### config.mk
export PLATFORM = sky130hd
export DESIGN_NAME = uart_port
export DESIGN_NICKNAME = d
export VERILOG_FILES = /design/src/rtl/uart_port.sv
export SDC_FILE = /design/constraint.sdc
export NUM_CORES = 1
export LEC_CHECK = 0
export CORE_ASPECT_RATIO = 0.6
export CORE_UTILIZATION = 57
export DETAILED_ROUTE_END_ITERATION = 10
export DONT_BUFFER_PORTS = 1
export GPL_ROUTABILITY_DRIVEN = 0
export HOLD_SLACK_MARGIN = 0.05
export MAX_ROUTING_LAYER = met4
export PLACE_DENSITY = 0.77
export SYNTH_ARGS = -nofsm -noshare
export SYNTH_HDL_FRONTEND = slang
export SYNTH_SLANG_ARGS = --single-unit
export TNS_END_PERCENT = 20
### constraint.sdc
create_clock -name clk_50MHz -period 2.1 [get_ports clk_50MHz]
set_clock_uncertainty 0.2 [all_clocks]
set_input_delay 0.63 -clock clk_50MHz [delete_from_list [all_inputs] [get_ports clk_50MHz]]
set_output_delay 0.63 -clock clk_50MHz [all_outputs]
set_load 0.005 [all_outputs]
### src/rtl/uart_port.sv
// 8N1 UART behind the CPU serial-port strobes: one-deep transmit holding register
// plus shift register, single-byte receive buffer with sticky overrun.
module uart_port #(
  parameter int CLKS_PER_BIT = 434,
  parameter int CNT_W        = 16
) (
  input  logic        clk_50MHz,
  input  logic        rst,
  input  logic [15:0] data_i,
  output logic [15:0] data_o,
  input  logic        rdn,
  input  logic        wrn,
  output logic        data_ready,
  output logic        tbre,
  output logic        tsre,
  output logic        overrun,
  output logic        txd,
  input  logic        rxd
);

  localparam logic [CNT_W-1:0] BIT_END  = CNT_W'(CLKS_PER_BIT - 1);
  localparam logic [CNT_W-1:0] HALF_END = CNT_W'(CLKS_PER_BIT / 2 - 1);

  typedef enum logic [1:0] {S_IDLE, S_START, S_DATA, S_STOP} state_t;

  logic wrn_q, rdn_q;
  logic wr_evt, rd_end;

  state_t           tx_st;
  logic [CNT_W-1:0] tx_cnt;
  logic [2:0]       tx_bit;
  logic [7:0]       thr, tsr;

  state_t           rx_st;
  logic [CNT_W-1:0] rx_cnt;
  logic [2:0]       rx_bit;
  logic [7:0]       rx_sh, rbr;
  logic             rx_meta, rxs;
  logic             rx_hold;
  logic             rx_done;

  logic unused_hi;
  assign unused_hi = ^data_i[15:8];

  assign wr_evt  = !wrn && wrn_q;
  assign rd_end  = rdn && !rdn_q;
  assign rx_done = (rx_st == S_STOP) && (rx_cnt == BIT_END) && rxs;

  always_ff @(posedge clk_50MHz) begin
    if (rst) begin
      wrn_q <= 1'b1;
      rdn_q <= 1'b1;
    end else begin
      wrn_q <= wrn;
      rdn_q <= rdn;
    end
  end

  // Transmit side; writes only land in THR while it is empty.
  always_ff @(posedge clk_50MHz) begin
    if (rst) begin
      tx_st  <= S_IDLE;
      tx_cnt <= '0;
      tx_bit <= '0;
      thr    <= '0;
      tsr    <= '0;
      tbre   <= 1'b1;
      tsre   <= 1'b1;
      txd    <= 1'b1;
    end else begin
      if (wr_evt && tbre) begin
        thr  <= data_i[7:0];
        tbre <= 1'b0;
      end
      case (tx_st)
        S_IDLE: begin
          if (!tbre) begin
            tsr    <= thr;
            tbre   <= 1'b1;
            tsre   <= 1'b0;
            txd    <= 1'b0;
            tx_cnt <= '0;
            tx_st  <= S_START;
          end
        end
        S_START: begin
          if (tx_cnt == BIT_END) begin
            tx_cnt <= '0;
            tx_bit <= '0;
            txd    <= tsr[0];
            tsr    <= {1'b0, tsr[7:1]};
            tx_st  <= S_DATA;
          end else begin
            tx_cnt <= tx_cnt + 1'b1;
          end
        end
        S_DATA: begin
          if (tx_cnt == BIT_END) begin
            tx_cnt <= '0;
            if (tx_bit == 3'd7) begin
              txd   <= 1'b1;
              tx_st <= S_STOP;
            end else begin
              txd    <= tsr[0];
              tsr    <= {1'b0, tsr[7:1]};
              tx_bit <= tx_bit + 1'b1;
            end
          end else begin
            tx_cnt <= tx_cnt + 1'b1;
          end
        end
        S_STOP: begin
          if (tx_cnt == BIT_END) begin
            tx_cnt <= '0;
            // A pending byte goes straight into the next start bit, no idle gap.
            if (!tbre) begin
              tsr   <= thr;
              tbre  <= 1'b1;
              txd   <= 1'b0;
              tx_st <= S_START;
            end else begin
              tsre  <= 1'b1;
              tx_st <= S_IDLE;
            end
          end else begin
            tx_cnt <= tx_cnt + 1'b1;
          end
        end
        default: tx_st <= S_IDLE;
      endcase
    end
  end

  // Receive side; start bit is re-checked half a bit after the falling edge.
  always_ff @(posedge clk_50MHz) begin
    if (rst) begin
      rx_meta <= 1'b1;
      rxs     <= 1'b1;
      rx_st   <= S_IDLE;
      rx_cnt  <= '0;
      rx_bit  <= '0;
      rx_sh   <= '0;
      rx_hold <= 1'b0;
      rbr     <= '0;
    end else begin
      rx_meta <= rxd;
      rxs     <= rx_meta;
      case (rx_st)
        S_IDLE: begin
          // After a framing error the line must go high before a new start counts.
          if (rx_hold) begin
            if (rxs) rx_hold <= 1'b0;
          end else if (!rxs) begin
            rx_cnt <= '0;
            rx_st  <= S_START;
          end
        end
        S_START: begin
          if (rx_cnt == HALF_END) begin
            rx_cnt <= '0;
            rx_bit <= '0;
            rx_st  <= rxs ? S_IDLE : S_DATA;
          end else begin
            rx_cnt <= rx_cnt + 1'b1;
          end
        end
        S_DATA: begin
          if (rx_cnt == BIT_END) begin
            rx_cnt <= '0;
            rx_sh  <= {rxs, rx_sh[7:1]};
            if (rx_bit == 3'd7) rx_st <= S_STOP;
            else                rx_bit <= rx_bit + 1'b1;
          end else begin
            rx_cnt <= rx_cnt + 1'b1;
          end
        end
        S_STOP: begin
          if (rx_cnt == BIT_END) begin
            rx_cnt <= '0;
            rx_st  <= S_IDLE;
            if (rxs) rbr     <= rx_sh;
            else     rx_hold <= 1'b1;
          end else begin
            rx_cnt <= rx_cnt + 1'b1;
          end
        end
        default: rx_st <= S_IDLE;
      endcase
    end
  end

  // A byte landing on the same cycle as a read-end counts as fresh, not overrun.
  always_ff @(posedge clk_50MHz) begin
    if (rst) begin
      data_ready <= 1'b0;
      overrun    <= 1'b0;
      data_o     <= '0;
    end else begin
      if (rx_done) begin
        data_ready <= 1'b1;
        overrun    <= !rd_end && (data_ready || overrun);
      end else if (rd_end) begin
        data_ready <= 1'b0;
        overrun    <= 1'b0;
      end
      data_o <= !rdn ? {8'h00, rbr} : 16'h0000;
    end
  end

endmodule

Yosys cells after proc, flatten, opt, wreduce, memory -nomap -nowiden
Index checks and enable logic that the tools add are counted.
{"block": "op_classes", "n_eq_ne": 26, "n_mux": 59, "n_reduce_logical": 31, "addsub": 4}
{"operator": "2-to-1 mux 16 bit", "n": 6}
{"operator": "one-hot mux 16 bit (3 select lines)", "n": 1}
{"operator": "2-to-1 mux 8 bit", "n": 5}
{"operator": "adder 16 x 1 -> 16 bit, second input constant", "n": 2}
{"operator": "== test 16 x 9 -> 1 bit, second input constant", "n": 2}
{"operator": "one-hot mux 16 bit (2 select lines)", "n": 1}
{"operator": "one-hot mux 8 bit (4 select lines)", "n": 1}
{"operator": "!= test 2 bit, second input constant", "n": 14}
{"operator": "2-to-1 mux 2 bit", "n": 12}
{"operator": "2-to-1 mux 1 bit", "n": 19}
{"operator": "2-to-1 mux 3 bit", "n": 6}
{"operator": "== test 16 x 8 -> 1 bit, second input constant", "n": 1}
{"operator": "one-hot mux 2 bit (4 select lines)", "n": 2}
{"operator": "AND reduction 4 bit", "n": 4}
{"operator": "one-hot mux 3 bit (2 select lines)", "n": 2}
{"operator": "nonzero test 2 bit", "n": 5}
{"operator": "AND reduction 3 bit", "n": 3}
{"operator": "== test 2 bit, second input constant", "n": 4}
{"operator": "adder 3 x 1 -> 3 bit, second input constant", "n": 2}
{"operator": "== test 3 bit, second input constant", "n": 2}
{"operator": "logical AND 1 bit", "n": 6}
{"operator": "one-hot mux 1 bit (2 select lines)", "n": 3}
{"operator": "AND reduction 6 bit", "n": 1}
{"operator": "AND reduction 5 bit", "n": 1}
{"operator": "9 further kinds", "n": 15}
{"block": "word_totals", "ff_bits": 100, "word_cells": 142, "output_inout_bits": 21, "in_bits": 21}

Longest topological paths before layout
{"block": "logic_depth", "depth_word": 7, "ltp_mapped": 8}

Least setup slack after synthesis
No wires, ideal clock.
{"block": "synth_path", "path_kind": "register -> register", "from": "reg tx_cnt[0]", "to": "reg tx_bit[0]", "arrival_ns": 1.932, "setup_ns": 0.121, "period_less_slack_ns": 2.253, "path_buffers": 1, "path_stages_with_launch": 8, "setup_slack_ns": -0.153, "cell_sequence": "dfxtp_1 ha_1 or3b_2 nor4_4 buf_2 o2bb2ai_1 a21oi_1 mux2_2"}
{"block": "synth_between", "elab_chain_len": 3}
{"element": "start, declared", "line_no": "30", "text": "logic [CNT_W-1:0] tx_cnt;"}
{"element": "start signal, assigned", "line_no": "94", "text": "tx_cnt <= tx_cnt + 1'b1;"}
{"element": "start signal, assigned", "line_no": "109", "text": "tx_cnt <= tx_cnt + 1'b1;"}
{"element": "start signal, assigned", "line_no": "126", "text": "tx_cnt <= tx_cnt + 1'b1;"}
{"element": "== test 16 x 9 -> 1 bit (*)", "line_no": "87, 98"}
{"element": "!= test 2 bit (no source line)"}
{"element": "AND reduction 4 bit (no source line) (*)"}
{"element": "end signal, assigned", "line_no": "106", "text": "tx_bit <= tx_bit + 1'b1;"}
{"element": "end, declared", "line_no": "31", "text": "logic [2:0] tx_bit;"}
Every way passes the cells marked *; elsewhere a longest branch is shown, timed or not.
A chain may end at the register's enable or synchronous reset.

Worst setup path after layout
{"block": "layout_path", "from": "reg tx_cnt[13]", "to": "reg tx_bit[0]"}
The elaborated chain is that of the path after synthesis.

==> results by group <==
Synthesis
  – Flops & latches, synth: 92
  – Ys async rst share: 0%
  – Top cell type's share of synthesized area: 42.9%
  – Mapped Area: 0.00430 mm^2
  – Area contributors post-synth: dfxtp_1, mux2i_1, nor2_1
  – Yosys cell types: 60
  – Most used DFF post-synth: dfxtp_1
  – Number of enable flip-flop cells after synthesis: 0
  – Post-synthesis sequential area ratio: 42.9%
  – Mean Syn Cell Area: 9.00 um^2
  – Syn Inst Count: 477
  – Synth warn: 0
  – Yosys top cell by area: dfxtp_1

Setup path
  – Startpoint types: register
  – Crit Path Category: reg -> reg
  – CP Data Required Time: 2.14 ns
  – CP Capture Type: register
  – Flop2flop setup slack: -0.09 ns
  – Crit path max fanout: 5
  – R2R cell count: 6
  – Critical path arrival: 2.23 ns
  – Reg2reg end: tx_bit[0]
  – Worst R2R Start: tx_cnt[13]

Floorplan
  – Die span in y: 69.2 um
  – Die span in x: 114 um
  – Row count: 24
  – Die ar.: 0.00790 mm^2
  – Initial Util: 59.1%
  – Core area: 0.00727 mm^2
  – IO Pins: 42

Timing
  – # setup viols final: 29
  – Post-layout minimum cycle time: 2.19 ns
  – Final hold violation count: 0
  – Slew Viols, Final: 0
  – Final period util: 104%
  – Slew headroom: 62.7%
  – Total Neg Setup Slack: -0.621 ns
  – Min setup slack post-route: -0.0917 ns
  – Slew @ Worst Pin: 0.557 ns
  – Hold Slack: 0.160 ns
  – FMAX: 456 MHz
  – RSZ-0062 raised after global routing: yes

Layout
  – Layout fillers: 548
  – Number of antenna diodes: 0
  – Final Non-Filler Cells: 630
  – Commonest non-fill, non-tap cell in the layout: dfxtp_1
  – Fin nets: 556
  – Fraction of layout cells with a size suffix above 1: 22.2%
  – Syn-to-layout area delta: 21.1%
  – Leading cell types in the layout, fill and taps excluded: dfxtp_1, nor2_1, buf_4

Route
  – WL met1: 4600 um
  – Via density: 5.83
  – Remaining DRCs: 0
  – Antenna Nets Post-Route: 0
  – WL met2: 4560 um
  – Wirelength per Cell: 15.9 um
  – Initial detailed-routing violation count: 353
  – Met3 wire length: 670 um
  – Via count: 3672
  – Top Metal Used: met4
  – Pre-antenna DRT Iters: 5
  – Post-Route WL: 10000 um

CTS
  – CTS hold repair buffers: 0
  – CTS tree: done
  – CTS buffer count: 9
  – Clk sinks: 92
  – Clock Tree Buf Depth: 2
  – H-tree Lvls: 3
  – Root Driver: clkbuf_16
  – Clk pin slew, worst setup/hold paths: 0.07 ns
  – Clk_lat worst skew: 0.35 ns

Global route
  – Largest net degree at the start of global routing: 58
  – Total GRT Usage: 27.9%
  – Initial antenna violation count: 0
  – Vias in the first global route: 3449
  – First-pass GRT wire length: 16600 um
  – Gr ovfl total: 0

Place
  – DPL Wire Length: 6520 um
  – Post-Place Cells: 609
  – PortBufs: 0

Min path
  – Min-delay src: rst
  – Tightest Hold Check Type: in -> reg
  – Hold Path Depth: 1
  – Hold Crit Endpoint: rx_bit[1]

Job
  – Max_cap viols: 0

Power and ir drop
  – Worst VDD drop: 0.000884 V
  – Leak pwr: 2.09 nW
  – PwrDens: 945 mW/mm^2

Run status
  – Status: complete, but fails checks
  – Failing checks: setup timing
-- registers in the layout, summed over array words and instances (netlist names), 2 cells and up, named ones only --
name / flops
data_o: 8
tx_cnt: 16
tx_st: 2
tx_bit: 3
thr: 8
rx_cnt: 16
rbr: 8
tsr: 8
rx_sh: 8
rx_bit: 3
-- kinds of logic after synthesis --
family,after synthesis,share of synthesized area (%)
and+or+nand+nor,187,23.7
DFF,92,42.9
AOI/OAI and AO/OA,84,12.6
buffers and inverters,51,5.77
muxes,35,8.19
adders and majority gates,14,4.08
xor gates and xnor gates,13,2.65
other,1,0.0873
-- area by class of cell --
class	count	area (um^2)	area share [%]
repair buffers	57	458	8.80
clock inverters	5	60.1	1.15
inverters	19	71.3	1.37
multi-input cells	342	2380	45.8
clock buffers	11	253	4.86
flip-flops and latches	92	1850	35.5
well taps	104	130	2.50
-- worst max path at each step --
stage	from	cells past startpoint	to	slack (ns)
4_1_cts	tx_cnt[1]	8	tx_bit[0]	-0.07
6_report	tx_cnt[13]	6	tx_bit[0]	-0.09
3_5_place_dp	tx_cnt[1]	8	tsr[2]	-0.22
5_1_grt	tx_cnt[13]	6	tx_bit[0]	-0.14
3_3_place_gp	tx_cnt[1]	8	tsr[4]	-0.11
2_1_floorplan	rx_cnt[0]	7	rx_st[0]	-0.06
-- synthesized netlist by cell type, types with 4 or more instances --
cell,instances
a21oi_1,29
a22o_1,4
a311oi_1,8
a31oi_1,9
and2_1,9
and3_1,4
buf_2,6
buf_4,9
clkbuf_1,15
dfxtp_1,92
ha_1,14
inv_1,19
mux2i_1,34
nand2_1,34
nand3_1,19
nand3b_1,4
nand4_1,10
nor2_1,60
nor3_1,7
o21ai_0,14
xnor2_1,8
xor2_1,5
-- timing repair --
item / 4_1_cts / 5_1_grt
pin swaps: 19 / 6
endpoints found under the setup margin: 38 / 48
endpoints found under the hold margin: 0 / 0
gates cloned: 2 / 0
buffers inserted: 1 / 2
resized for setup: 25 / 14
-- worst max-delay path: stages (launching register included) --
cell and delay, ns:
dfxtp_1 0.31, or4_4 0.54, nor4_4 0.34, buf_6 0.19, o2bb2ai_4 0.14, a21oi_4 0.09
mux2_4 0.26
-- layer usage --
metal | up-vias | GRT usage [%]
met2 | 140 | 40.4
met5 | - | -
met4 | 0 | 12.6
li1 | 1761 | -
met3 | 16 | 7.34
met1 | 1755 | 36.4
-- report_power, final --
part	internal [W]	switching [W]
registers	0.00186	0.0000737
clock network	0.000989	0.000689
logic	0.000551	0.000756
total	0.00340	0.00152
-- stage by stage --
step	worst slack (ns)	utilization (%)	total power, W	instance area (um^2)
5_1_grt	-0.141	71.6	0.00514	5200
3_5_place_dp	-0.216	64.7	0.00308	4700
4_1_cts	-0.0712	70.6	0.00486	5130
6_report	-0.0917	71.6	0.00492	5200
3_3_place_gp	-0.110	64.7	0.00302	4700
2_1_floorplan	-0.0593	-	0.00275	4330
Note: power is estimated with default switching activity, not from simulation.
